<file path="src/rtl/univ_shift_reg.sv">
// Universal shift register with parallel load and a shift-op word counter.
// The counter pulses DONE for one cycle each time WIDTH shift ops have run.
// A tap output reads any single bit of the register.
module univ_shift_reg #(
    parameter int WIDTH = 8,
    parameter int ADDRW = 3
) (
    input  logic             clk_i,
    input  logic             clr_n_i,
    input  logic             ce_i,
    input  logic             sclr_i,
    input  logic [2:0]       mode_i,
    input  logic             si_r_i,
    input  logic             si_l_i,
    input  logic [WIDTH-1:0] d_i,
    input  logic [ADDRW-1:0] a_i,
    output logic [WIDTH-1:0] q_o,
    output logic             so_l_o,
    output logic             so_r_o,
    output logic             tap_o,
    output logic [ADDRW-1:0] cnt_o,
    output logic             done_o
);

    typedef enum logic [2:0] {
        MODE_HOLD0 = 3'b000,
        MODE_SHL   = 3'b001,
        MODE_SHR   = 3'b010,
        MODE_ROL   = 3'b011,
        MODE_ROR   = 3'b100,
        MODE_LOAD  = 3'b101,
        MODE_ASR   = 3'b110,
        MODE_HOLD7 = 3'b111
    } mode_e;

    localparam logic [ADDRW-1:0] CntLast = ADDRW'(WIDTH - 1);

    logic [WIDTH-1:0] q_q, q_d;
    logic [ADDRW-1:0] cnt_q, cnt_d;
    logic             done_q, done_d;
    logic             isShift;
    logic [WIDTH-1:0] tapShifted;

    // Next-state decode: synchronous clear beats the clock enable, which beats the mode.
    always_comb begin
        q_d     = q_q;
        cnt_d   = cnt_q;
        done_d  = 1'b0;
        isShift = 1'b0;
        if (sclr_i) begin
            q_d   = '0;
            cnt_d = '0;
        end else if (ce_i) begin
            case (mode_e'(mode_i))
                MODE_SHL: begin
                    q_d     = {q_q[WIDTH-2:0], si_r_i};
                    isShift = 1'b1;
                end
                MODE_SHR: begin
                    q_d     = {si_l_i, q_q[WIDTH-1:1]};
                    isShift = 1'b1;
                end
                MODE_ROL: begin
                    q_d     = {q_q[WIDTH-2:0], q_q[WIDTH-1]};
                    isShift = 1'b1;
                end
                MODE_ROR: begin
                    q_d     = {q_q[0], q_q[WIDTH-1:1]};
                    isShift = 1'b1;
                end
                MODE_ASR: begin
                    q_d     = {q_q[WIDTH-1], q_q[WIDTH-1:1]};
                    isShift = 1'b1;
                end
                MODE_LOAD: begin
                    q_d   = d_i;
                    cnt_d = '0;
                end
                default: begin
                    q_d = q_q;
                end
            endcase
            if (isShift) begin
                if (cnt_q == CntLast) begin
                    cnt_d  = '0;
                    done_d = 1'b1;
                end else begin
                    cnt_d = cnt_q + 1'b1;
                end
            end
        end
    end

    // State registers; the active-low clear acts immediately, without a clock edge.
    always_ff @(posedge clk_i or negedge clr_n_i) begin
        if (!clr_n_i) begin
            q_q    <= '0;
            cnt_q  <= '0;
            done_q <= 1'b0;
        end else begin
            q_q    <= q_d;
            cnt_q  <= cnt_d;
            done_q <= done_d;
        end
    end

    // Tap select: addresses beyond the top bit read as zero.
    always_comb begin
        tapShifted = q_q >> a_i;
        tap_o      = 1'b0;
        if (32'(a_i) < WIDTH) begin
            tap_o = tapShifted[0];
        end
    end

    assign q_o    = q_q;
    assign so_l_o = q_q[WIDTH-1];
    assign so_r_o = q_q[0];
    assign cnt_o  = cnt_q;
    assign done_o = done_q;

endmodule

</file>
<file path="config.mk">
export PLATFORM = sky130hd
export DESIGN_NAME = univ_shift_reg
export DESIGN_NICKNAME = d
export VERILOG_FILES = /design/src/rtl/univ_shift_reg.sv
export SDC_FILE = /design/constraint.sdc
export NUM_CORES = 1
export LEC_CHECK = 0
export ABC_AREA = 1
export BUFFER_PORTS_ARGS = -buffer_cell sky130_fd_sc_hd__clkbuf_2
export CAP_MARGIN = 10
export CORE_MARGIN = 1
export CORE_UTILIZATION = 45
export CTS_BUF_LIST = sky130_fd_sc_hd__clkbuf_4 sky130_fd_sc_hd__clkbuf_8 sky130_fd_sc_hd__clkbuf_16
export DETAILED_ROUTE_END_ITERATION = 16
export GPL_TIMING_DRIVEN = 0
export PLACE_DENSITY = 0.78
export SLEW_MARGIN = 25
export SYNTH_ARGS = -nofsm -noshare
export SYNTH_HDL_FRONTEND = slang
export SYNTH_SLANG_ARGS = --single-unit
</file>
<file path="constraint.sdc">
create_clock -name clk_i -period 1.7 [get_ports clk_i]
set_clock_uncertainty 0.2 [all_clocks]
set_input_delay 0.34 -clock clk_i [delete_from_list [all_inputs] [get_ports clk_i]]
set_output_delay 0.34 -clock clk_i [all_outputs]
set_load 0.02 [all_outputs]
</file>
* After elaboration in Yosys (flattened, before gate mapping)
Index checks and enable logic that the tools add are counted.
** Word-level totals
- Register bits after elaboration :: 12
- Bits of input ports :: 20
- Output and inout bits :: 15
- Word-level logic and storage cells :: 37
** Cells by class
- Add/subtract/negate cells :: 1
- Eq/ne operators :: 8
- Shifts and indexed selects :: 1
- Muxes and demuxes :: 15
- Reductions and logical operators :: 8
** Operators with widths (number)
- 8-bit case mux with 6 select lines :: 1
- 8-bit 2-to-1 mux :: 2
- 3-bit 2-to-1 mux :: 5
- 3-bit == test, second input constant :: 4
- 8-bit by 3-bit right shift with 1-bit output :: 1
- 1-bit 2-to-1 mux :: 7
- 7-bit nonzero test :: 1
- 3-bit by 2-bit == test with 1-bit output, second input constant :: 2
- 6-bit nonzero test :: 1
- 5-bit OR reduction :: 1
- 2-bit AND reduction :: 2
- 3-bit by 1-bit adder with 3-bit output, second input constant :: 1
- 3-bit by 1-bit == test with 1-bit output, second input constant :: 1
- 3-bit AND reduction :: 1
- 3-bit nonzero test :: 1
- 2-bit inequality test, second input constant :: 1
- 2-bit nonzero test :: 1

* Longest topological paths before layout
Gate-level depths: netlist of run 1.
- Depth in word-level cells :: 8
- Gate-level depth with buffers :: 8
- Mapped depth without buffers :: 7

* Worst setup path before layout of run 1
No wires, ideal clock.
- Path kind :: register -> output
- Start point :: register q_q[0], in the netlist q_o[0]
- End point :: output port tap_o
- Data arrival time :: 0.993 ns
- Data required time :: 1.160 ns
- Path slack :: 0.167 ns
- Cell stages (with the launch flop) :: 7
- Path buffers :: 0
- Cell sequence :: dfrtp_1 -> nor2_1 -> nor2_1 -> o21ai_0 -> o21ai_0 -> nand2_1 -> nand2_1
** On the way
- Longest elaborated chain between the ends :: 1
** Ends and longest elaborated chain
- start: declaration :: line 38 : logic [WIDTH-1:0] q_q, q_d;
- start signal: assignment :: line 101 : q_q <= q_d;
- 8-bit by 3-bit right shift with 1-bit output :: line 109 : tapShifted = q_q >> a_i;
- end: declaration :: line 20 : output logic tap_o,
Every way passes these cells.

* Worst setup path after layout of run 1
- Start point :: register q_q[4], in the netlist q_o[4]
- End point :: output port tap_o
The elaborated chain is that of the path after synthesis.

==> summary.txt, run 1 <==
GRT Residual Overflow: 0
Max Fanout on Critical Path: 2
min-delay src: d_i[6]
first-pass GRT wire length: 3.77 mm
FF-to-FF End: cnt_o[2]$_DFFE_PN0P_
CORE AREA: 1760 sq um
H-tree Lvls: 1
share of cells above drive strength 1: 31.8%
CTS root buffer: clkbuf_4
library cells used by synthesis: 17
crit end category: output pin
worst slew pin tran: 0.337 ns
Slew Viols, Final: 0
max_slew headroom: 77.5%
failing checks: setup timing
Synth Instances: 131
Leak: 0.704 nW
Inserted Diodes: 0
crit-path leading delay family: flip-flops
dpl hpwl: 1.70 mm
max cap viols: 0
met2 wire length: 1.19 mm
CTS Buffer Depth: 2
Warnings, synthesis: 0
most frequent cells in the layout: 54 x nand2_1, 31 x clkbuf_2, 20 x nand3_1, 11 x buf_4, 11 x dfrtp_1
Die Area: 2090 sq um
Starting Density: 48.7%
Hold Path Stages: 5
final core occ: 66.1%
multi-input logic area: 493 sq um
largest cells by area after synthesis: dfrtp_1 35%, nand2_1 24%, nand3_1 12%
Core Rows: 15
total global routing track utilization: 25.7%
antenna violations before repair: 0
I/O Pins: 35
worst r2r src: cnt_o[0]$_DFFE_PN0P_
#FFs+latches synth: 12
Worst Reg-to-Reg Cells: 4
TritonCTS clock tree: done
Placer Congestion: 0.819
maximum vdd drop: 0.519 mV
largest area contributor in the netlist: dfrtp_1
Vias: 1035
Final nets: 199
total wire length: 2.36 mm
dpl cells: 188
DR pass1 iterations: 4
Via density: 5.15
CTS Sinks: 12
Die Span X: 45.7 um
Port-buffer cells: 32
R2R Setup Slk: 0.35 ns
final cell count without fillers: 201
Min-Delay Path Class: in -> reg
DRT iter0 DRCs: 39
setup TNS: -0.0443 ns
worst stage delay on the critical path: 0.39 ns
register area: 302 sq um
clk_lat worst skew: 0.26 ns
critical path, cell by cell: nor2_1 -> nor2_1 -> o21ai_1 -> o21ai_1 -> nand2_1 -> nand2_1 -> clkbuf_8
Hold EP: q_o[6]$_DFFE_PN0P_
CP required: 1.16 ns
syn_area_per_cell: 6.55 sq um
clock slew at reported path FFs: 0.07 ns
final cycle utilization of the critical path: 103%
Synth top area share: 35.0%
setup ws final: -0.0443 ns
Crit. Startpoint: q_o[4]$_DFFE_PN0P_
CP max stage cell: dfrtp_1
Hold Fails Final Rpt: 0
PwrDens: 612 nW/um^2
startpoint types: register
sequential element share of the synthesized area: 35.0%
status: finished, violations left
RSZ-0062 raised after global routing: true
largest net degree at the start of global routing: 13
Fillers: 192
maximum clock rate: 573 MHz
post-route ant nets: 0
cts bufs inserted: 3
Setup Crit Path Kind: reg -> out
CP arrival: 1.20 ns
Area Growth Syn to Fin: 35.9%
met1 wire length: 1.03 mm
critical path depth: 7
Setup-failing EPs final: 1
Critical path buffers and inverters: 1
clock period minus worst slack: 1.74 ns
commonest non-fill, non-tap cell in the layout: nand2_1
met3 WL: 115 um
number of global-route vias before repair: 921
Die Height: 45.7 um
Wirelength per Cell: 11.7 um
# DRC: 0
Fin Hold WS: 0.196 ns
Max Used Layer: met4
Mapped Area: 858 sq um
Synth Net Count: 153
cell families after synthesis:
logic type | Yosys count | share of synthesized area, %
compound gates | 9 | 7.00
simple gates | 94 | 47.5
fa+ha+maj | 2 | 2.91
buf+inv | 14 | 7.58
flops | 12 | 35.0
worst min-delay path, delay by kind of cell:
family,cells,cell delay [ns]
AND/OR/NAND/NOR,4,0.20
buffers and inverters,1,0.08
report_power, final:
part           switching (mW)  leakage [nW]  total (mW)  internal [mW]
Sequential            0.00950         0.164       0.306          0.296
Clock                  0.0863        0.0210       0.216          0.130
Combinational           0.118         0.519       0.192         0.0739
synthesized netlist by cell type:
cell type  number
buf_4           3
nand4_1         6
ha_1            2
dfrtp_1        12
o21ai_0         6
o21ai_4         1
nand3_1        20
a21oi_1         1
o21ai_2         1
nor2_4          1
inv_1           8
buf_2           1
nor2_1         10
nand2_2         2
inv_2           2
and3_1          1
nand2_1        54
flip-flops by register name, summed over array words and instances (netlist names):
name and cells:
q_o 8, done_o 1, cnt_o 3
per-stage QoR:
stage	power (mW)	worst slack, ns	instance area [sq um]
6_report	0.714	-0.0443	1170
3_3_place_gp	0.477	0.129	1050
2_1_floorplan	0.418	0.167	858
4_1_cts	0.720	-0.0490	1160
5_1_grt	0.756	-0.181	1170
3_5_place_dp	0.483	0.0821	1050
timing repair:
item | CTS | global route
endpoints found under the hold margin | 12 | 0
pin swaps | 2 | 1
buffers inserted | 7 | 1
gates resized for setup | 6 | 1
endpoints found under the setup margin | 1 | 1
hold buffers | 1 | 0
worst max-delay path by stage:
stage,end,slack (ns)
after detailed placement,tap_o,0.08
final,tap_o,-0.04
after CTS,tap_o,-0.05
after global routing,tap_o,-0.18
after floorplan,tap_o,0.17
after global placement,tap_o,0.13
area by class of cell:
class	count	area share [%]
flip-flops and latches	12	25.9
clock buffers	4	3.11
inverters	10	3.22
repair buffers	41	20.5
well taps	25	2.68
multi-input cells	105	42.3
plain buffers	4	2.36
per-layer routing:
metal  track usage [%]  vias up
met5                 0        -
met4              12.7        0
met3              1.19        2
met2              42.6       41
met1              34.2      475
li1                  -      517
Note: power is estimated with default switching activity, not from simulation.
==> run 2: changes to the inputs <==
- ABC_CLOCK_PERIOD_IN_PS: unset -> 1700
- CORE_MARGIN: 1 -> 10
- RECOVER_POWER: unset -> 25
==> run 2 against run 1 <==
  * The flow still finishes with violations (setup timing)
  * Sequential share of layout area rose by 0.94 points
  * Register-to-register slack about the same
  * Clock power grew 2%
  * Fmax down 2.4%
  * Via count decreased by 5.6%
  * Final area decreased by 3.1%
  * Largest cell class unchanged
  * Highest routed layer unchanged
==> summary.txt, run 2 (synthesized netlist as in run 1, its figures left out) <==
CTS Buffer Depth: 2
clock slew at reported path FFs: 0.07 ns
Wirelength per Cell: 12.8 um
commonest non-fill, non-tap cell in the layout: nand2_1
Fin Hold WS: 0.175 ns
DRT iter0 DRCs: 36
Final nets: 193
most frequent cells in the layout: 54 x nand2_1, 29 x clkbuf_2, 20 x nand3_1, 10 x dfrtp_1, 9 x nor2_1
share of cells above drive strength 1: 30.0%
Leak: 0.668 nW
Placer Congestion: 0.834
final cell count without fillers: 195
total global routing track utilization: 12.4%
CTS Sinks: 12
I/O Pins: 35
Tot Pwr: 714 uW
Core Rows: 15
GRT Residual Overflow: 0
Die Span X: 63.7 um
clk_lat worst skew: 0.26 ns
Setup Crit Path Kind: reg -> out
Via density: 5.01
Min-Delay Path Class: in -> reg
Port-buffer cells: 32
maximum vdd drop: 0.419 mV
RSZ-0062 raised after global routing: true
first-pass GRT wire length: 4.24 mm
Starting Density: 48.7%
Worst Reg-to-Reg Cells: 4
max cap viols: 0
max_slew headroom: 58.6%
antenna violations before repair: 0
final cycle utilization of the critical path: 105%
placed cell areas: 1050 sq um
Vias: 977
CP arrival: 1.25 ns
setup ws final: -0.0865 ns
number of global-route vias before repair: 992
PwrDens: 632 nW/um^2
Max Fanout on Critical Path: 2
status: finished, violations left
crit end category: output pin
CTS root buffer: clkbuf_4
total wire length: 2.50 mm
Inserted Diodes: 0
TritonCTS clock tree: done
Die Area: 4050 sq um
clock period minus worst slack: 1.79 ns
DR pass1 iterations: 6
Area Growth Syn to Fin: 31.6%
Hold Fails Final Rpt: 0
CORE AREA: 1760 sq um
Hold Path Stages: 5
largest net degree at the start of global routing: 13
worst slew pin tran: 0.621 ns
CP required: 1.16 ns
Finished Cell Area: 1130 sq um
dpl cells: 188
post-route ant nets: 0
Largest register FFs: 8
dpl hpwl: 1.96 mm
startpoint types: register
cts bufs inserted: 3
final core occ: 64.0%
Slew Viols, Final: 0
H-tree Lvls: 1
maximum clock rate: 560 MHz
failing checks: setup timing
# DRC: 0
Die Height: 63.7 um
Setup-failing EPs final: 1
## run 2: cell types whose count changed in the layout (fill, tap and decap cells not counted)
cell / previous run / this run
clkbuf_2: 31 / 29
buf_6: 0 / 1
nor2_2: 0 / 1
dfrtp_2: 1 / 2
o21ai_1: 4 / 5
buf_4: 11 / 5
dfrtp_1: 11 / 10
clkbuf_1: 0 / 1
o21ai_0: 2 / 1
nor2_1: 10 / 9
## run 2: worst paths after layout
| path | from | end | slack [ns] |
|---|---|---|---|
| min in group asynchronous | clr_n_i | cnt_o[1]$_DFFE_PN0P_ | 0.39 |
| max | q_o[0]$_DFFE_PN0P_ | tap_o | -0.09 |
| min | d_i[4] | q_o[4]$_DFFE_PN0P_ | 0.17 |
| min reg2reg | cnt_o[2]$_DFFE_PN0P_ | cnt_o[2]$_DFFE_PN0P_ | 0.31 |
| max reg2reg | cnt_o[0]$_DFFE_PN0P_ | cnt_o[2]$_DFFE_PN0P_ | 0.36 |
| max in group asynchronous | clr_n_i | q_o[7]$_DFFE_PN0P_ | 0.47 |
## run 2: timing repair
item | in CTS | in global routing
hold endpoints to repair | 12 | 0
setup buffers | 2 | 0
pin swaps | 1 | 1
hold buffers | 1 | 0
setup endpoints to repair | 1 | 2
cloned | 0 | 0
resized for setup | 7 | 6
## run 2: layer usage
layer | vias to the layer above | GRT usage [%] | share of wire (%) | wire (um)
met4 | 0 | 4.92 | 0.48 | 12
met1 | 426 | 13.5 | 42 | 1060
met2 | 42 | 22.5 | 50 | 1260
met5 | - | 0 | 0 | 0
met3 | 2 | 2.83 | 6.8 | 169
li1 | 507 | - | - | -
## run 2: worst max-delay path, cell delays in order (launching register included)
cell and delay [ns]:
dfrtp_2 0.43, nor2_2 0.08, nor2_1 0.04, o21ai_1 0.08
o21ai_1 0.09, nand2_1 0.06, nand2_1 0.05, clkbuf_8 0.15
## run 2: layout make-up
cell class              instances  area, sq um
plain buffers                   4         27.5
clock buffers                   4         36.3
fillers                       186          634
inverters                      10         37.5
multi-input cells             105          495
flip-flops and latches         12          303
well taps                      25         31.3
repair buffers                 35          199
## run 2: power by group
part / total [mW] / internal (mW) / switching, mW / leakage, nW
clock: 0.221 / 0.130 / 0.0913 / 0.0210
sequential: 0.310 / 0.296 / 0.0136 / 0.162
combinational: 0.183 / 0.0702 / 0.113 / 0.484
total: 0.714 / 0.496 / 0.218 / 0.668
## run 2: metrics by stage
| step | setup WS [ns] | setup TNS (ns) |
|---|---|---|
| after floorplan | 0.167 | 0 |
| after global placement | 0.109 | 0 |
| after detailed placement | 0.0657 | 0 |
| after CTS | -0.0949 | -0.0949 |
| after global routing | -0.183 | -0.183 |
| final | -0.0865 | -0.0865 |
